==> src/rtl/alkcflag_pkg.sv <==
// Shared op encoding and single-flag next-value function for the ALKC
// scratch carry-flag file.
package alkcflag_pkg;

  localparam logic [2:0] ALKF_NOP = 3'd0;
  localparam logic [2:0] ALKF_SUB = 3'd1;
  localparam logic [2:0] ALKF_ADD = 3'd2;
  localparam logic [2:0] ALKF_SHR = 3'd3;
  localparam logic [2:0] ALKF_SHL = 3'd4;
  localparam logic [2:0] ALKF_SET = 3'd5;
  localparam logic [2:0] ALKF_CLR = 3'd6;
  localparam logic [2:0] ALKF_TOG = 3'd7;

  // Next value of one flag; SUB stores borrow, i.e. the inverted carry.
  function automatic logic alkf_next(input logic [2:0] op, input logic cur,
                                     input logic c, input logic shr,
                                     input logic shl);
    logic nxt_s;
    case (op)
      ALKF_NOP: nxt_s = cur;
      ALKF_SUB: nxt_s = ~c;
      ALKF_ADD: nxt_s = c;
      ALKF_SHR: nxt_s = shr;
      ALKF_SHL: nxt_s = shl;
      ALKF_SET: nxt_s = 1'b1;
      ALKF_CLR: nxt_s = 1'b0;
      ALKF_TOG: nxt_s = ~cur;
      default:  nxt_s = cur;
    endcase
    return nxt_s;
  endfunction

endpackage

==> src/rtl/alkcflag_stack.sv <==
// Save/restore LIFO for the flag vector with sticky overflow/underflow.
// Simultaneous push and pop leave the stack untouched.
module alkcflag_stack #(
  parameter int N_FLAGS = 4,
  parameter int DEPTH   = 4,
  localparam int CNTW   = $clog2(DEPTH + 1)
) (
  input  logic               clk,
  input  logic               reset,
  input  logic               push,
  input  logic               pop,
  input  logic [N_FLAGS-1:0] din,
  output logic [N_FLAGS-1:0] top,
  output logic [CNTW-1:0]    cnt,
  output logic               ovf,
  output logic               unf
);
  import alkcflag_pkg::*;

  logic [N_FLAGS-1:0] mem_r [DEPTH];
  logic [CNTW-1:0]    cnt_r;
  logic               ovf_r;
  logic               unf_r;
  logic               push_s;
  logic               pop_s;
  logic               full_s;
  logic               empty_s;
  logic [N_FLAGS-1:0] top_s;

  // Qualify requests and read the current top entry.
  always_comb begin
    push_s  = push & ~pop;
    pop_s   = pop & ~push;
    full_s  = (cnt_r == CNTW'(DEPTH));
    empty_s = (cnt_r == {CNTW{1'b0}});
    top_s   = {N_FLAGS{1'b0}};
    for (int i = 0; i < DEPTH; i++) begin
      if (cnt_r == CNTW'(i + 1)) begin
        top_s = mem_r[i];
      end else begin
        top_s = top_s;
      end
    end
  end

  // Occupancy counter and sticky error flags.
  always_ff @(posedge clk) begin
    if (reset) begin
      cnt_r <= {CNTW{1'b0}};
      ovf_r <= 1'b0;
      unf_r <= 1'b0;
    end else if (push_s) begin
      if (full_s) begin
        ovf_r <= 1'b1;
      end else begin
        cnt_r <= cnt_r + CNTW'(1);
      end
    end else if (pop_s) begin
      if (empty_s) begin
        unf_r <= 1'b1;
      end else begin
        cnt_r <= cnt_r - CNTW'(1);
      end
    end
  end

  // Entry storage; contents need no reset since cnt gates visibility.
  always_ff @(posedge clk) begin
    if (push_s && !full_s && !reset) begin
      for (int i = 0; i < DEPTH; i++) begin
        if (cnt_r == CNTW'(i)) begin
          mem_r[i] <= din;
        end
      end
    end
  end

  assign top = top_s;
  assign cnt = cnt_r;
  assign ovf = ovf_r;
  assign unf = unf_r;

endmodule

==> src/rtl/alkcflag_file.sv <==
// Scratch carry-flag file: N_FLAGS microcode carry flags with set/clear/
// toggle ops and a save/restore stack; feeds the ALU carry-in mux.
module alkcflag_file #(
  parameter int N_FLAGS = 4,
  parameter int DEPTH   = 4,
  localparam int IDXW   = (N_FLAGS > 1) ? $clog2(N_FLAGS) : 1,
  localparam int CNTW   = $clog2(DEPTH + 1)
) (
  input  logic               qdclk_l,
  input  logic               reset_h,
  input  logic               long_lit_l,
  input  logic [2:0]         op_h,
  input  logic [IDXW-1:0]    sel_h,
  input  logic               c32_in_h,
  input  logic               sout_shr_h,
  input  logic               sout_shl_h,
  input  logic               push_h,
  input  logic               pop_h,
  output logic [N_FLAGS-1:0] flags_h,
  output logic               sel_flag_h,
  output logic [CNTW-1:0]    stk_cnt_h,
  output logic               stk_ovf_h,
  output logic               stk_unf_h
);
  import alkcflag_pkg::*;

  logic [N_FLAGS-1:0] flags_r;
  logic [N_FLAGS-1:0] flags_nxt_s;
  logic [N_FLAGS-1:0] base_s;
  logic [N_FLAGS-1:0] stk_top_s;
  logic [CNTW-1:0]    stk_cnt_s;
  logic [2:0]         op_eff_s;
  logic               restore_s;
  logic               sel_flag_s;

  alkcflag_stack #(
    .N_FLAGS(N_FLAGS),
    .DEPTH  (DEPTH)
  ) u_stack (
    .clk  (qdclk_l),
    .reset(reset_h),
    .push (push_h),
    .pop  (pop_h),
    .din  (flags_r),
    .top  (stk_top_s),
    .cnt  (stk_cnt_s),
    .ovf  (stk_ovf_h),
    .unf  (stk_unf_h)
  );

  // Op qualification, restore merge and per-flag next value.
  always_comb begin
    if (!long_lit_l) begin
      op_eff_s = ALKF_NOP;
    end else if (int'(sel_h) >= N_FLAGS) begin
      op_eff_s = ALKF_NOP;
    end else begin
      op_eff_s = op_h;
    end
    restore_s = pop_h & ~push_h & (stk_cnt_s != {CNTW{1'b0}});
    if (restore_s) begin
      base_s = stk_top_s;
    end else begin
      base_s = flags_r;
    end
    flags_nxt_s = base_s;
    for (int i = 0; i < N_FLAGS; i++) begin
      if (sel_h == IDXW'(i)) begin
        flags_nxt_s[i] = alkf_next(op_eff_s, base_s[i], c32_in_h,
                                   sout_shr_h, sout_shl_h);
      end else begin
        flags_nxt_s[i] = base_s[i];
      end
    end
  end

  // Selected-flag readback from registered state only.
  always_comb begin
    sel_flag_s = 1'b0;
    for (int i = 0; i < N_FLAGS; i++) begin
      if (sel_h == IDXW'(i)) begin
        sel_flag_s = flags_r[i];
      end else begin
        sel_flag_s = sel_flag_s;
      end
    end
  end

  // Live flag register.
  always_ff @(posedge qdclk_l) begin
    if (reset_h) begin
      flags_r <= {N_FLAGS{1'b0}};
    end else begin
      flags_r <= flags_nxt_s;
    end
  end

  assign flags_h    = flags_r;
  assign sel_flag_h = sel_flag_s;
  assign stk_cnt_h  = stk_cnt_s;

endmodule

==> config.mk <==
export PLATFORM = sky130hd
export DESIGN_NAME = alkcflag_file
export DESIGN_NICKNAME = d
export VERILOG_FILES = /design/src/rtl/alkcflag_pkg.sv /design/src/rtl/alkcflag_stack.sv /design/src/rtl/alkcflag_file.sv
export SDC_FILE = /design/constraint.sdc
export NUM_CORES = 1
export LEC_CHECK = 0
export CAP_MARGIN = 0
export CORE_MARGIN = 5
export CORE_UTILIZATION = 56
export DETAILED_ROUTE_END_ITERATION = 16
export GPL_ROUTABILITY_DRIVEN = 0
export MAX_ROUTING_LAYER = met4
export PLACE_DENSITY = 0.84
export SLEW_MARGIN = 10
export SYNTH_ARGS = -nofsm -noshare
export SYNTH_HDL_FRONTEND = slang
export SYNTH_SLANG_ARGS = --single-unit
==> constraint.sdc <==
create_clock -name qdclk_l -period 5.09 [get_ports qdclk_l]
set_input_delay 0.509 -clock qdclk_l [delete_from_list [all_inputs] [get_ports qdclk_l]]
set_output_delay 0.509 -clock qdclk_l [all_outputs]
set_load 0.03 [all_outputs]
# Word-level counts from Yosys, hierarchy flattened
# Memory sizes are Yosys's and may differ from the RTL's.
# Cells that the tools add are included.
# Widths: inputs -> output; s select.
[op_classes]
n_addsub = 2
eq_ne = 16
n_mux = 43
bitwise = 11
reduce_logical = 15
[ops]
columns = ["cell", "n"]
rows = [
  ["$mux 4", 8],
  ["$pmux 1 s8", 4],
  ["$mux 1", 23],
  ["$eq 3x3->1 const B", 5],
  ["$mux 3", 5],
  ["$eq 3x2->1 const B", 4],
  ["$reduce_or 4->1", 3],
  ["$not 1->1", 8],
  ["$eq 3x1->1 const B", 2],
  ["$logic_not 3->1", 2],
  ["$mux 2", 3],
  ["$reduce_and 3->1", 2],
  ["$eq 2x2->1 const B", 2],
  ["$add 3x1->3 const B", 1],
  ["$and 1x1->1", 3],
  ["$reduce_bool 3->1", 1],
  ["$sub 3x1->3 const B", 1],
  ["$eq 2x1->1 const B", 1],
  ["$logic_and 1x1->1", 2],
  ["$logic_not 1->1", 2],
  ["$logic_not 2->1", 1],
  ["$ne 2x1->1 const B", 1],
  ["$ne 2x2->1 const B", 1],
  ["$reduce_and 2->1", 1],
  ["$reduce_bool 2->1", 1],
]
[totals]
ff_bits = 9
ramBits = 16
in_bits = 13
memories = 1
[memory_table]
columns = ["name", "depth", "width", "read_ports", "rd_ports_with_merged_regs", "wr", "line", "text"]
rows = [
  ["u_stack.mem_r", 4, 4, 4, 0, 1, "alkcflag_stack.sv:20", "logic [N_FLAGS-1:0] mem_r [DEPTH];"],
]

# Logic depth before layout (Yosys ltp)
# Gate-level depths: netlist (run 1).
[depth]
ltp_word = 10
mapped_depth = 9
mapped_depth_nobuf = 7

# Modules after synthesis
# From an unflattened synthesis (run 1), not the netlist that was laid out.
[hier_totals]
cells_unflattened = 122
hier_area_um2 = 1401.3
[modules_own_cells]
columns = ["mod", "instances", "cells_per_inst", "area_per_inst_um2"]
rows = [
  ["alkcflag_stack", 1, 85, 1049.8],
  ["alkcflag_file", 1, 37, 351.6],
]

# Worst setup path before layout (run 1)
# No wires, ideal clock.
[synth_timing]
path_kind = "reg2reg"
startpoint = "register u_stack.cnt_r[2] (netlist: u_stack.cnt[2])"
endpoint = "register flags_r[1] (netlist: flags_h[1])"
setup_ns = 0.132
arrival_time_ns = 2.375
required_time_ns = 4.958
path_slack_ns = 2.583
path_stages_with_launch = 10
cell_sequence = "dfxtp_1 buf_2 buf_2 inv_1 ha_1 nor4b_4 a222oi_1 a221oi_1 o311a_1 nor3_2"
[synth_between]
elab_chain_cells = 9
[synth_lines]
columns = ["element", "line", "text"]
rows = [
  ["start: declaration", "alkcflag_stack.sv:21", "logic [CNTW-1:0] cnt_r;"],
  ["start signal: assignment", "alkcflag_stack.sv:49", "cnt_r <= {CNTW{1'b0}};"],
  ["start signal: assignment", "alkcflag_stack.sv:56", "cnt_r <= cnt_r + CNTW'(1);"],
  ["start signal: assignment", "alkcflag_stack.sv:62", "cnt_r <= cnt_r - CNTW'(1);"],
  ["$eq 3x1->1", "alkcflag_stack.sv:38", "if (cnt_r == CNTW'(i + 1)) begin"],
  ["$mux 4 (4 in series)", "alkcflag_stack.sv:38", ""],
  ["$mux 4 *", "alkcflag_file.sv:61", "if (restore_s) begin"],
  ["$not 1->1", "alkcflag_pkg.sv:27", "ALKF_TOG: nxt_s = ~cur;"],
  ["$pmux 1 s8", "alkcflag_pkg.sv:19", "case (op)"],
  ["$mux 1 *", "alkcflag_file.sv:68", "if (sel_h == IDXW'(i)) begin"],
  ["end signal: assignment", "alkcflag_file.sv:92", "flags_r <= {N_FLAGS{1'b0}};"],
  ["end signal: assignment", "alkcflag_file.sv:94", "flags_r <= flags_nxt_s;"],
  ["end: declaration", "alkcflag_file.sv:27", "logic [N_FLAGS-1:0] flags_r;"],
]
# Mark *: on every way between the ends. The rest lies on a longest branch, timed or not.
# A chain may end at the register's enable or synchronous reset.

# Final worst setup path (run 1)
[layout_timing]
startpoint = "register u_stack.cnt_r[2] (netlist: u_stack.cnt[2])"
endpoint = "register flags_r[0] (netlist: flags_h[0])"
# The elaborated chain is that of the path after synthesis.

==> results of run 1 <==
[cells in the mapped netlist (2+ instances only)]
cell type / n / area, um2
sky130_fd_sc_hd__nand4_1: 2 / 12.5
sky130_fd_sc_hd__nor3b_1: 4 / 30.0
sky130_fd_sc_hd__nand2_1: 14 / 52.6
sky130_fd_sc_hd__nor2_1: 11 / 41.3
sky130_fd_sc_hd__inv_1: 4 / 15.0
sky130_fd_sc_hd__a221oi_1: 3 / 26.3
sky130_fd_sc_hd__nor3_2: 2 / 20.0
sky130_fd_sc_hd__xnor2_1: 2 / 17.5
sky130_fd_sc_hd__a31oi_1: 2 / 12.5
sky130_fd_sc_hd__a222oi_1: 5 / 50.1
sky130_fd_sc_hd__nand2b_1: 5 / 31.3
sky130_fd_sc_hd__a221o_1: 2 / 20.0
sky130_fd_sc_hd__dfxtp_1: 9 / 180
sky130_fd_sc_hd__ha_1: 6 / 75.1
sky130_fd_sc_hd__o21ai_0: 2 / 10.0
sky130_fd_sc_hd__buf_2: 3 / 15.0
sky130_fd_sc_hd__edfxtp_1: 16 / 480
sky130_fd_sc_hd__clkbuf_1: 3 / 11.3
sky130_fd_sc_hd__nor3_1: 4 / 20.0
sky130_fd_sc_hd__o311a_1: 2 / 20.0
sky130_fd_sc_hd__and2_1: 2 / 12.5
sky130_fd_sc_hd__a21oi_1: 4 / 20.0
[critical path, delay by kind of cell (launching register included)]
family	cells	cell delay, ps
AO/OA/AOI/OAI	2	670
buffers and inverters	1	200
AND/OR/NAND/NOR	3	570
adder cells (fa/ha/maj)	1	360
flip-flops	1	830
[worst max path at each step]
stage	from	end	slack (ps)
final	u_stack.cnt[2]	flags_h[0]	2360
after global routing	u_stack.cnt[2]	flags_h[0]	2180
after CTS	u_stack.cnt[2]	flags_h[0]	2390
after detailed placement	sel_h[0]	sel_flag_h	2390
after global placement	sel_h[0]	sel_flag_h	2390
after floorplan	u_stack.cnt[2]	flags_h[1]	2580
[metrics by stage]
step                power (mW)   util  worst slack, ps  hold WS (ps)  cells
detailed placement       0.398  0.699             2390           460    170
CTS                      0.485  0.711             2390           494    174
global route             0.515  0.711             2180           550    174
finish                   0.486  0.711             2360           487    174
global placement         0.392  0.699             2390           466    170
floorplan                0.350      -             2580           644    126
[routing by layer]
metal	wire length, um	share of wire
met5	0	0
met4	66	0.022
met3	276	0.093
met2	1360	0.46
met1	1270	0.43
[layout make-up]
cell class,count,area (um2),area share
inverters,4,15.0,0.00927
well taps,28,35.0,0.0216
multi-input cells,91,661,0.408
clock buffers,3,22.5,0.0139
clock inverters,1,5.00,0.00309
repair buffers,22,220,0.136
flip-flops and latches,25,661,0.408
[cells by family after synthesis]
family,after synthesis,share of synthesized area
and+or+nand+nor,52,0.213
AOI/OAI and AO/OA,29,0.180
DFF,25,0.485
buffers and inverters,10,0.0303
adders and majority gates,6,0.0551
xor gates and xnor gates,2,0.0129
muxes,2,0.0239
[report_power, final]
group / switching, mW / leakage, nW / internal, mW / total (mW)
registers: 0.0185 / 0.220 / 0.228 / 0.246
clock network: 0.0622 / 0.0177 / 0.0295 / 0.0917
logic: 0.0835 / 0.308 / 0.0649 / 0.148
[registers in the layout, summed over array words and instances (netlist names)]
register and flops:
u_stack.mem_r 16, flags_h 4, u_stack.cnt 3, u_stack.ovf 1
u_stack.unf 1
==> summary.md, run 1 <==
- **clock buffer depth** 2
- **cell count of the worst reg-to-reg path** 7
- **maximum VDD drop** 0.237 mV
- **Leakage** 0.546 nW
- **net count after synthesis** 145
- **final hold violation count** 0
- **final cell area excluding filler cells** 0.00162 mm2
- **sum of net half-perimeters after detailed placement** 2230 um
- **EDFF count, synth** 16
- **total number of clock tree sinks** 25
- **post-layout net count** 166
- **boundary pin count** 23
- **starting density of the core** 0.599
- **overall routed net length** 2970 um
- **most frequent standard cell in the layout excluding fill and tap cells** sky130_fd_sc_hd__clkdlybuf4s50_1
- **cell count after synthesis** 126
- **CTS-repair resized insts** 0
- **crit path max fanout** 22
- **initial antenna violation count** 0
- **worst rel slew slack** 0.507
- **fraction of final layout cells sized beyond drive strength 1** 0.0753
- **global-route met1 utilization** 0.257
- **worst hold start** u_stack.ovf
- **PwrDens** 300 mW/mm2
- **run status** complete, no violations
- **average size of a mapped cell** 10.8 um2
- **detail-routed via count per cell** 6.30
- **synth unique cells** 41
- **met3 demand-to-capacity share in global routing** 0.0261
- **Clock Root Buffer** sky130_fd_sc_hd__clkbuf_4
- **worst skew pair latency** 320 ps
- **total congestion overflow after global routing** 0
- **type of origin of the critical path** flop
- **Core ar.** 0.00228 mm2
- **number of storage elements in the synthesis netlist** 25
- **clock edge transition at the registers on the reported setup and hold paths** 140 ps
- **Iteration-0 DRC Markers** 82
- **Vert. Die Dim** 59.3 um
- **GRT met2 Usage** 0.281
- **layout overhead on the synthesized area** 18.8%
- **proportion of register bits with asynchronous set or reset after synthesis** 0
- **final setup fails** 0
- **TritonCTS clock tree** built
- **highest clock frequency the design can meet** 0.366 GHz
- **diode count** 0
- **Detail Route Antenna Nets** 0
- **H-tree Lvls** 1
- **worst-case register-to-register setup slack** 2360 ps
- **Cell Area, Synth** 0.00136 mm2
- **Port Buffers** 22
- **pin count of the biggest net entering global routing** 23
- **number of warnings reported in the yosys synthesis log** 0
- **worst clock skew** 1.21 ps
- **CP peak stage delay** 830 ps
- **launch instance of the worst register-to-register path** u_stack.cnt[2]
- **overall die width** 59.3 um
- **number of optimization iterations in the first detailed-route pass** 6
- **slew at the pin with the worst max-slew slack** 739 ps
- **area of the die** 0.00352 mm2
- **slowest CP cell** sky130_fd_sc_hd__dfxtp_1
- **via count of the first global-routing pass** 1,032
- **Final period util** 0.536
- **Max-Cap Viols** 0
- **Crit Path Class** reg2reg
- **kind of path behind the tightest hold check** reg2reg
- **required time reported for the critical path endpoint** 5310 ps
- **worst reg2reg endpoint** flags_h[0]
- **busiest layer in global routing** met2
- **cts bufs inserted** 3
- **Worst Hold End** u_stack.ovf
- **via count** 1,097
- **instance area after placement** 0.00159 mm2
- **Synth Flop Type** sky130_fd_sc_hd__edfxtp_1
- **Worst Setup End Kind** flop
- **number of setup buffers added after CTS** 0
- **arrival time reported for the critical path endpoint** 2950 ps
- **DRC Markers** 0
- **RSZ-0062 raised after global routing** no
- **Slew Limit Fails** 0
- **total negative setup slack** 0 ps
- **Cell Chain, Critical Path** inv_1, ha_1, nor3b_1, nand2_1, a221oi_1, o311a_1, nor3_2
- **overall fraction of global-route tracks in use** 0.193
- **final critical delay including setup and external delays** 2730 ps
- **# fillers** 164
- **share of the yosys chip area belonging to registers** 0.485
- **count of standard-cell rows** 17
- **WL/cell** 17.1 um
- **first-pass GRT wire length** 4860 um
- **Hold Path Stages** 2
- **quantity of hold-fixing buffers added after cts** 0
- **most used cells in the layout excluding fill and tap cells** sky130_fd_sc_hd__clkdlybuf4s50_1, sky130_fd_sc_hd__edfxtp_1, sky130_fd_sc_hd__nand2_1
No activity file was read; power rests on OpenSTA's default activity.
==> inputs of run 2 (changes only) <==
--- a/config.mk
+++ b/config.mk
@@ -7,11 +7,11 @@
 export LEC_CHECK = 0
 export CAP_MARGIN = 0
 export CORE_MARGIN = 5
-export CORE_UTILIZATION = 56
+export CORE_UTILIZATION = 52
 export DETAILED_ROUTE_END_ITERATION = 16
 export GPL_ROUTABILITY_DRIVEN = 0
 export MAX_ROUTING_LAYER = met4
-export PLACE_DENSITY = 0.84
+export PLACE_DENSITY = 0.78
 export SLEW_MARGIN = 10
 export SYNTH_ARGS = -nofsm -noshare
 export SYNTH_HDL_FRONTEND = slang
==> constraint.sdc (replaced) <==
create_clock -name qdclk_l -period 2.86 [get_ports qdclk_l]
set_input_delay 0.286 -clock qdclk_l [delete_from_list [all_inputs] [get_ports qdclk_l]]
set_output_delay 0.286 -clock qdclk_l [all_outputs]
set_load 0.03 [all_outputs]
==> run 2 against run 1 <==
Combinational power up 90%. Cell count up 2.3%. Non-clock buffer count up 2. Utilization down 5.6 points. Critical endpoint is now flags_h[1]. Largest power group unchanged.
==> summary.md, run 2 (synthesis results as in run 1) <==
- **Final period util** 0.824, was 0.536
- **Crit Path Class** reg2reg, unchanged
- **required time reported for the critical path endpoint** 3080 ps, was 5310 ps
- **max FFs per register** 16, unchanged
- **detail-routed via count per cell** 6.19, was 6.30
- **crit-path most repeated cell** sky130_fd_sc_hd__ha_1
- **via count of the first global-routing pass** 1,061, was 1,032
- **family with the most delay on the worst path** compound AO/OA/AOI/OAI gates, was flip-flops
- **Core ar.** 0.00250 mm2, was 0.00228 mm2
- **total negative setup slack** 0 ps, unchanged
- **initial antenna violation count** 0, unchanged
- **worst skew pair latency** 320 ps, about the same
- **RSZ-0062 raised after global routing** no, unchanged
- **Detail Route Antenna Nets** 0, unchanged
- **sum of net half-perimeters after detailed placement** 2150 um, was 2230 um
- **filler-free cell count of the finished design** 178, was 174
- **H-tree Lvls** 1, unchanged
- **CP bufs+invs** 0, was 1
- **Port Buffers** 22, unchanged
- **WL/cell** 16.4 um, was 17.1 um
- **cell count of the worst reg-to-reg path** 7, unchanged
- **slew at the pin with the worst max-slew slack** 639 ps, was 739 ps
- **Cell Chain, Critical Path** ha_1, ha_1, nor3b_1, nand2_1, a221oi_1, o311a_1, nor3_2, was inv_1, ha_1, nor3b_1, nand2_1, a221oi_1, o311a_1, nor3_2
- **Leakage** 0.552 nW, was 0.546 nW
- **overall routed net length** 2920 um, was 2970 um
- **diode count** 0, unchanged
- **arrival time reported for the critical path endpoint** 2580 ps, was 2950 ps
- **Worst Hold End** u_stack.ovf, unchanged
- **worst clock skew** 5.87 ps, was 1.21 ps
- **Hold Path Stages** 2, unchanged
- **worst-case register-to-register setup slack** 500 ps, was 2360 ps
- **overall die width** 61.2 um, was 59.3 um
- **total congestion overflow after global routing** 0, unchanged
- **worst rel slew slack** 0.574, was 0.507
- **number of setup buffers added after CTS** 0, unchanged
- **PwrDens** 531 mW/mm2, was 300 mW/mm2
- **Vert. Die Dim** 61.2 um, was 59.3 um
- **fin worst setup slack** 502 ps, was 2360 ps
- **Worst Setup Slack post-DPL** 559 ps, was 2390 ps
- **number of optimization iterations in the first detailed-route pass** 5, was 6
- **DRC Markers** 0, unchanged
- **pin count of the biggest net entering global routing** 22, was 23
- **quantity of hold-fixing buffers added after cts** 0, unchanged
- **slowest CP cell** sky130_fd_sc_hd__nor3b_1, was sky130_fd_sc_hd__dfxtp_1
- **logic depth of the worst setup path including buffers** 7, unchanged
- **CTS-repair resized insts** 0, unchanged
- **Top reg by flops** u_stack.mem_r, unchanged
- **kind of path behind the tightest hold check** reg2reg, unchanged
- **fraction of final layout cells sized beyond drive strength 1** 0.0878, was 0.0753
- **crit path max fanout** 7, was 22
- **total number of clock tree sinks** 25, unchanged
- **count of standard-cell rows** 18, was 17
- **first-pass GRT wire length** 4860 um, about the same
- **Worst Setup End Kind** flop, unchanged
- **Util after Layout** 0.656, was 0.711
- **cts bufs inserted** 3, unchanged
- **CP peak stage delay** 490 ps, was 830 ps
- **final setup fails** 0, unchanged
- **clock buffer depth** 2, unchanged
- **area of the die** 0.00374 mm2, was 0.00352 mm2
- **post-layout net count** 168, was 166
- **placed cell count** 174, was 170
- **overall fraction of global-route tracks in use** 0.181, was 0.193
- **clock edge transition at the registers on the reported setup and hold paths** 140 ps, about the same
- **TritonCTS clock tree** built, unchanged
- **overall power consumption** 0.870 mW, was 0.486 mW
- **launch instance of the worst register-to-register path** u_stack.cnt[1], was u_stack.cnt[2]
- **Clock Root Buffer** sky130_fd_sc_hd__clkbuf_4, unchanged
- **final critical delay including setup and external delays** 2360 ps, was 2730 ps
- **most used cells in the layout excluding fill and tap cells** sky130_fd_sc_hd__clkdlybuf4s50_1, sky130_fd_sc_hd__edfxtp_1, sky130_fd_sc_hd__nand2_1, unchanged
- **via count** 1,101, was 1,097
- **starting density of the core** 0.545, was 0.599
- **# fillers** 211, was 164
- **Max-Cap Viols** 0, unchanged
- **boundary pin count** 23, unchanged
- **run status** complete, no violations, unchanged
- **highest clock frequency the design can meet** 0.424 GHz, was 0.366 GHz
- **most frequent standard cell in the layout excluding fill and tap cells** sky130_fd_sc_hd__clkdlybuf4s50_1, unchanged
- **Slew Limit Fails** 0, unchanged
- **final hold violation count** 0, unchanged
- **layout overhead on the synthesized area** 20.3%, was 18.8%
- **Iteration-0 DRC Markers** 56, was 82
- **worst reg2reg endpoint** flags_h[1], was flags_h[0]
- **type of origin of the critical path** flop, unchanged
- **worst hold start** u_stack.ovf, unchanged
- **maximum VDD drop** 0.389 mV, was 0.237 mV
[run 2: area by class of cell]
| type | count | area, um2 | area share |
|---|---|---|---|
| clock buffer | 3 | 22.5 | 0.0137 |
| timing repair buffer | 24 | 235 | 0.144 |
| inverter | 4 | 15.0 | 0.00916 |
| clock inverter | 1 | 7.51 | 0.00458 |
| multi-input combinational | 91 | 661 | 0.403 |
| tap | 30 | 37.5 | 0.0229 |
| sequential | 25 | 661 | 0.403 |
[run 2: worst max-delay path by stage]
| stage | from | slack (ps) | end |
|---|---|---|---|
| 2_1_floorplan | u_stack.cnt[2] | 350 | flags_h[1] |
| 3_3_place_gp | push_h | 580 | u_stack.mem_r[2][1] |
| 3_5_place_dp | u_stack.cnt[1] | 560 | flags_h[1] |
| 4_1_cts | u_stack.cnt[1] | 540 | flags_h[1] |
| 5_1_grt | u_stack.cnt[1] | 400 | flags_h[1] |
| 6_report | u_stack.cnt[1] | 500 | flags_h[1] |
[run 2: tightest hold or removal path, delay by kind of cell, from the launching register on]
kind / cells / cell delay, ps
flip-flops: 1 / 360
AO/OA/AOI/OAI: 1 / 50
AND/OR/NAND/NOR: 1 / 70
[run 2: power breakdown]
part           switching [mW]  internal, mW
clock network           0.109        0.0534
logic                   0.162         0.119
registers              0.0206         0.405
[run 2: through the flow]
| step | area [um2] | hold WS (ps) |
|---|---|---|
| floorplan | 1360 | 459 |
| global placement | 1610 | 460 |
| detailed placement | 1610 | 462 |
| CTS | 1640 | 500 |
| global route | 1640 | 524 |
| finish | 1640 | 499 |
[run 2: routing by layer]
| metal | wire (um) | GRT usage | up-vias |
|---|---|---|---|
| met5 | 0 | - | - |
| met1 | 1420 | 0.255 | 529 |
| li1 | - | - | 534 |
| met3 | 136 | 0.0231 | 4 |
| met4 | 39 | 0.0619 | 0 |
| met2 | 1320 | 0.267 | 34 |
==> inputs of run 3 (changes only) <==
==> constraint.sdc (replaced) <==
create_clock -name qdclk_l -period 2.3 [get_ports qdclk_l]
set_input_delay 0.23 -clock qdclk_l [delete_from_list [all_inputs] [get_ports qdclk_l]]
set_output_delay 0.23 -clock qdclk_l [all_outputs]
set_load 0.03 [all_outputs]
==> run 3 against run 2 <==
Sequential share of layout area shrank 0.68 points. Largest cell class unchanged. Design area grew 2.3%. Utilization grew 1.5 points. Maximum frequency up 9.5%. Clock power up 19%. Critical endpoint unchanged. Highest routed layer unchanged. Largest power group unchanged. Die area unchanged. Critical path type unchanged. Wire length up 4.2%.
==> summary.md, run 3 (synthesis results as in run 1) <==
- **run status** complete, no violations, unchanged
- **Internal Dissipation** 0.732 mW, was 0.578 mW
- **maximum VDD drop** 0.428 mV, was 0.389 mV
- **# fillers** 195, was 211
- **H-tree Lvls** 1, unchanged
- **worst reg2reg endpoint** flags_h[1], unchanged
- **type of origin of the critical path** flop, unchanged
- **pin count of the biggest net entering global routing** 22, unchanged
- **overall routed net length** 3040 um, was 2920 um
- **critical path capture point** flags_h[1], unchanged
- **final critical delay including setup and external delays** 2150 ps, was 2360 ps
- **Leakage** 0.580 nW, was 0.552 nW
- **highest clock frequency the design can meet** 0.464 GHz, was 0.424 GHz
- **most frequent standard cell in the layout excluding fill and tap cells** sky130_fd_sc_hd__clkdlybuf4s50_1, unchanged
- **area of all sequential standard cells** 664 um2, was 661 um2
- **Top reg by flops** u_stack.mem_r, unchanged
- **total negative setup slack** 0 ps, unchanged
- **PwrDens** 648 mW/mm2, was 531 mW/mm2
- **cts bufs inserted** 3, unchanged
- **Hold Path Stages** 2, unchanged
- **via count of the first global-routing pass** 1,081, was 1,061
- **arrival time reported for the critical path endpoint** 2380 ps, was 2580 ps
- **worst skew pair latency** 310 ps, was 320 ps
- **share of power burned in registers** 0.488, was 0.490
- **first-pass GRT wire length** 5080 um, was 4860 um
- **area of the multi-input gates** 661 um2, unchanged
- **Vert. Die Dim** 61.2 um, unchanged
- **layout overhead on the synthesized area** 23.0%, was 20.3%
- **DRC Markers** 0, unchanged
- **Detail Route Antenna Nets** 0, unchanged
- **cell count of the worst reg-to-reg path** 7, unchanged
- **instance area after placement** 0.00165 mm2, was 0.00161 mm2
- **fraction of final layout cells sized beyond drive strength 1** 0.118, was 0.0878
- **Max-Cap Viols** 0, unchanged
- **post-layout net count** 173, was 168
- **Core ar.** 0.00250 mm2, unchanged
- **diode count** 0, unchanged
- **Final period util** 0.936, was 0.824
- **quantity of hold-fixing buffers added after cts** 0, unchanged
- **Port Buffers** 22, unchanged
- **total number of clock tree sinks** 25, unchanged
- **final hold violation count** 0, unchanged
- **count of standard-cell rows** 18, unchanged
- **final cell area excluding filler cells** 0.00168 mm2, was 0.00164 mm2
- **slew at the pin with the worst max-slew slack** 420 ps, was 639 ps
- **Clock Root Buffer** sky130_fd_sc_hd__clkbuf_4, unchanged
- **initial antenna violation count** 0, unchanged
- **clock edge transition at the registers on the reported setup and hold paths** 130 ps, was 140 ps
- **switching power summed over all nets** 0.355 mW, was 0.292 mW
- **Slew Limit Fails** 0, unchanged
- **CTS-repair resized insts** 0, unchanged
- **required time reported for the critical path endpoint** 2520 ps, was 3080 ps
- **WL/cell** 16.6 um, was 16.4 um
- **worst clock skew** 2.35 ps, was 5.87 ps
- **total congestion overflow after global routing** 0, unchanged
- **overall fraction of global-route tracks in use** 0.193, was 0.181
- **launch instance of the worst register-to-register path** u_stack.cnt[0], was u_stack.cnt[1]
- **Combinational Power Share** 0.334, was 0.323
- **TritonCTS clock tree** built, unchanged
- **Iteration-0 DRC Markers** 97, was 56
- **overall power consumption** 1.09 mW, was 0.870 mW
- **worst rel slew slack** 0.719, was 0.574
- **number of setup buffers added after CTS** 0, unchanged
- **sum of net half-perimeters after detailed placement** 2340 um, was 2150 um
- **area of the die** 0.00374 mm2, unchanged
- **max FFs per register** 16, unchanged
- **detail-routed via count per cell** 6.23, was 6.19
- **via count** 1,141, was 1,101
- **starting density of the core** 0.545, unchanged
- **overall die width** 61.2 um, unchanged
- **worst-case register-to-register setup slack** 150 ps, was 500 ps
- **Worst Setup End Kind** flop, unchanged
- **crit path max fanout** 7, unchanged
- **kind of path behind the tightest hold check** reg2reg, unchanged
- **clock buffer depth** 2, unchanged
- **final setup fails** 0, unchanged
- **Crit Path Class** reg2reg, unchanged
- **proportion of total power due to net switching** 0.327, was 0.336
- **RSZ-0062 raised after global routing** no, unchanged
- **start point of the critical path** u_stack.cnt[0], was u_stack.cnt[1]
- **fraction of power consumed by the clock network** 0.178, was 0.187
- **number of optimization iterations in the first detailed-route pass** 6, was 5
- **most used cells in the layout excluding fill and tap cells** sky130_fd_sc_hd__clkdlybuf4s50_1, sky130_fd_sc_hd__edfxtp_1, sky130_fd_sc_hd__nand2_1, unchanged
- **boundary pin count** 23, unchanged
==> run 3: cell count changes in the layout (fill, tap and decap cells not counted), sizes merged <==
cell,before,now
buf,2,7
clkbuf,3,4
clkinvlp,1,0
==> run 3: worst min-delay path by stage <==
| stage | from | to | slack [ps] |
|---|---|---|---|
| 3_3_place_gp | u_stack.unf | u_stack.unf | 460 |
| 4_1_cts | u_stack.unf | u_stack.unf | 510 |
| 3_5_place_dp | u_stack.ovf | u_stack.ovf | 460 |
| 6_report | u_stack.unf | u_stack.unf | 500 |
| 5_1_grt | u_stack.unf | u_stack.unf | 550 |
| 2_1_floorplan | pop_h | u_stack.cnt[2] | 400 |
==> run 3: metal layers <==
| metal | track usage | vias up | share of wire |
|---|---|---|---|
| met5 | - | - | 0 |
| met4 | 0.0619 | 0 | 0.013 |
| met3 | 0.0482 | 4 | 0.059 |
| met2 | 0.301 | 42 | 0.48 |
| met1 | 0.246 | 550 | 0.45 |
| li1 | - | 545 | - |
==> run 3: metrics by stage <==
| step | setup WS, ps | cells | utilization | hold slack (ps) |
|---|---|---|---|---|
| after floorplan | 4.62 | 126 | - | 401 |
| after global placement | 170 | 179 | 0.660 | 459 |
| after detailed placement | 155 | 179 | 0.660 | 462 |
| after CTS | 147 | 183 | 0.671 | 505 |
| after global routing | 20.8 | 183 | 0.671 | 551 |
| final | 147 | 183 | 0.671 | 498 |
==> run 3: critical path: stages, from the launching register on <==
cell                       delay (ps)
sky130_fd_sc_hd__dfxtp_1          380
sky130_fd_sc_hd__ha_1             220
sky130_fd_sc_hd__ha_1             290
sky130_fd_sc_hd__nor4b_4          370
sky130_fd_sc_hd__a222oi_1         110
sky130_fd_sc_hd__a221oi_1         410
sky130_fd_sc_hd__o311a_1          230
sky130_fd_sc_hd__nor3_2            50
==> run 3: power groups by stage <==
stage	logic, mW	clock network, mW	registers, mW
floorplan	0.206	0	0.570
global placement	0.352	0	0.539
detailed placement	0.361	0	0.540
CTS	0.363	0.202	0.530
global route	0.395	0.226	0.535
finish	0.363	0.194	0.530
==> run 3: final cells by class <==
| type | count | share of cell area |
|---|---|---|
| Timing Repair Buffer | 29 | 0.163 |
| Sequential cell | 25 | 0.396 |
| Inverter | 4 | 0.00896 |
| Tap cell | 30 | 0.0224 |
| Multi-Input combinational cell | 91 | 0.394 |
| Clock buffer | 4 | 0.0157 |
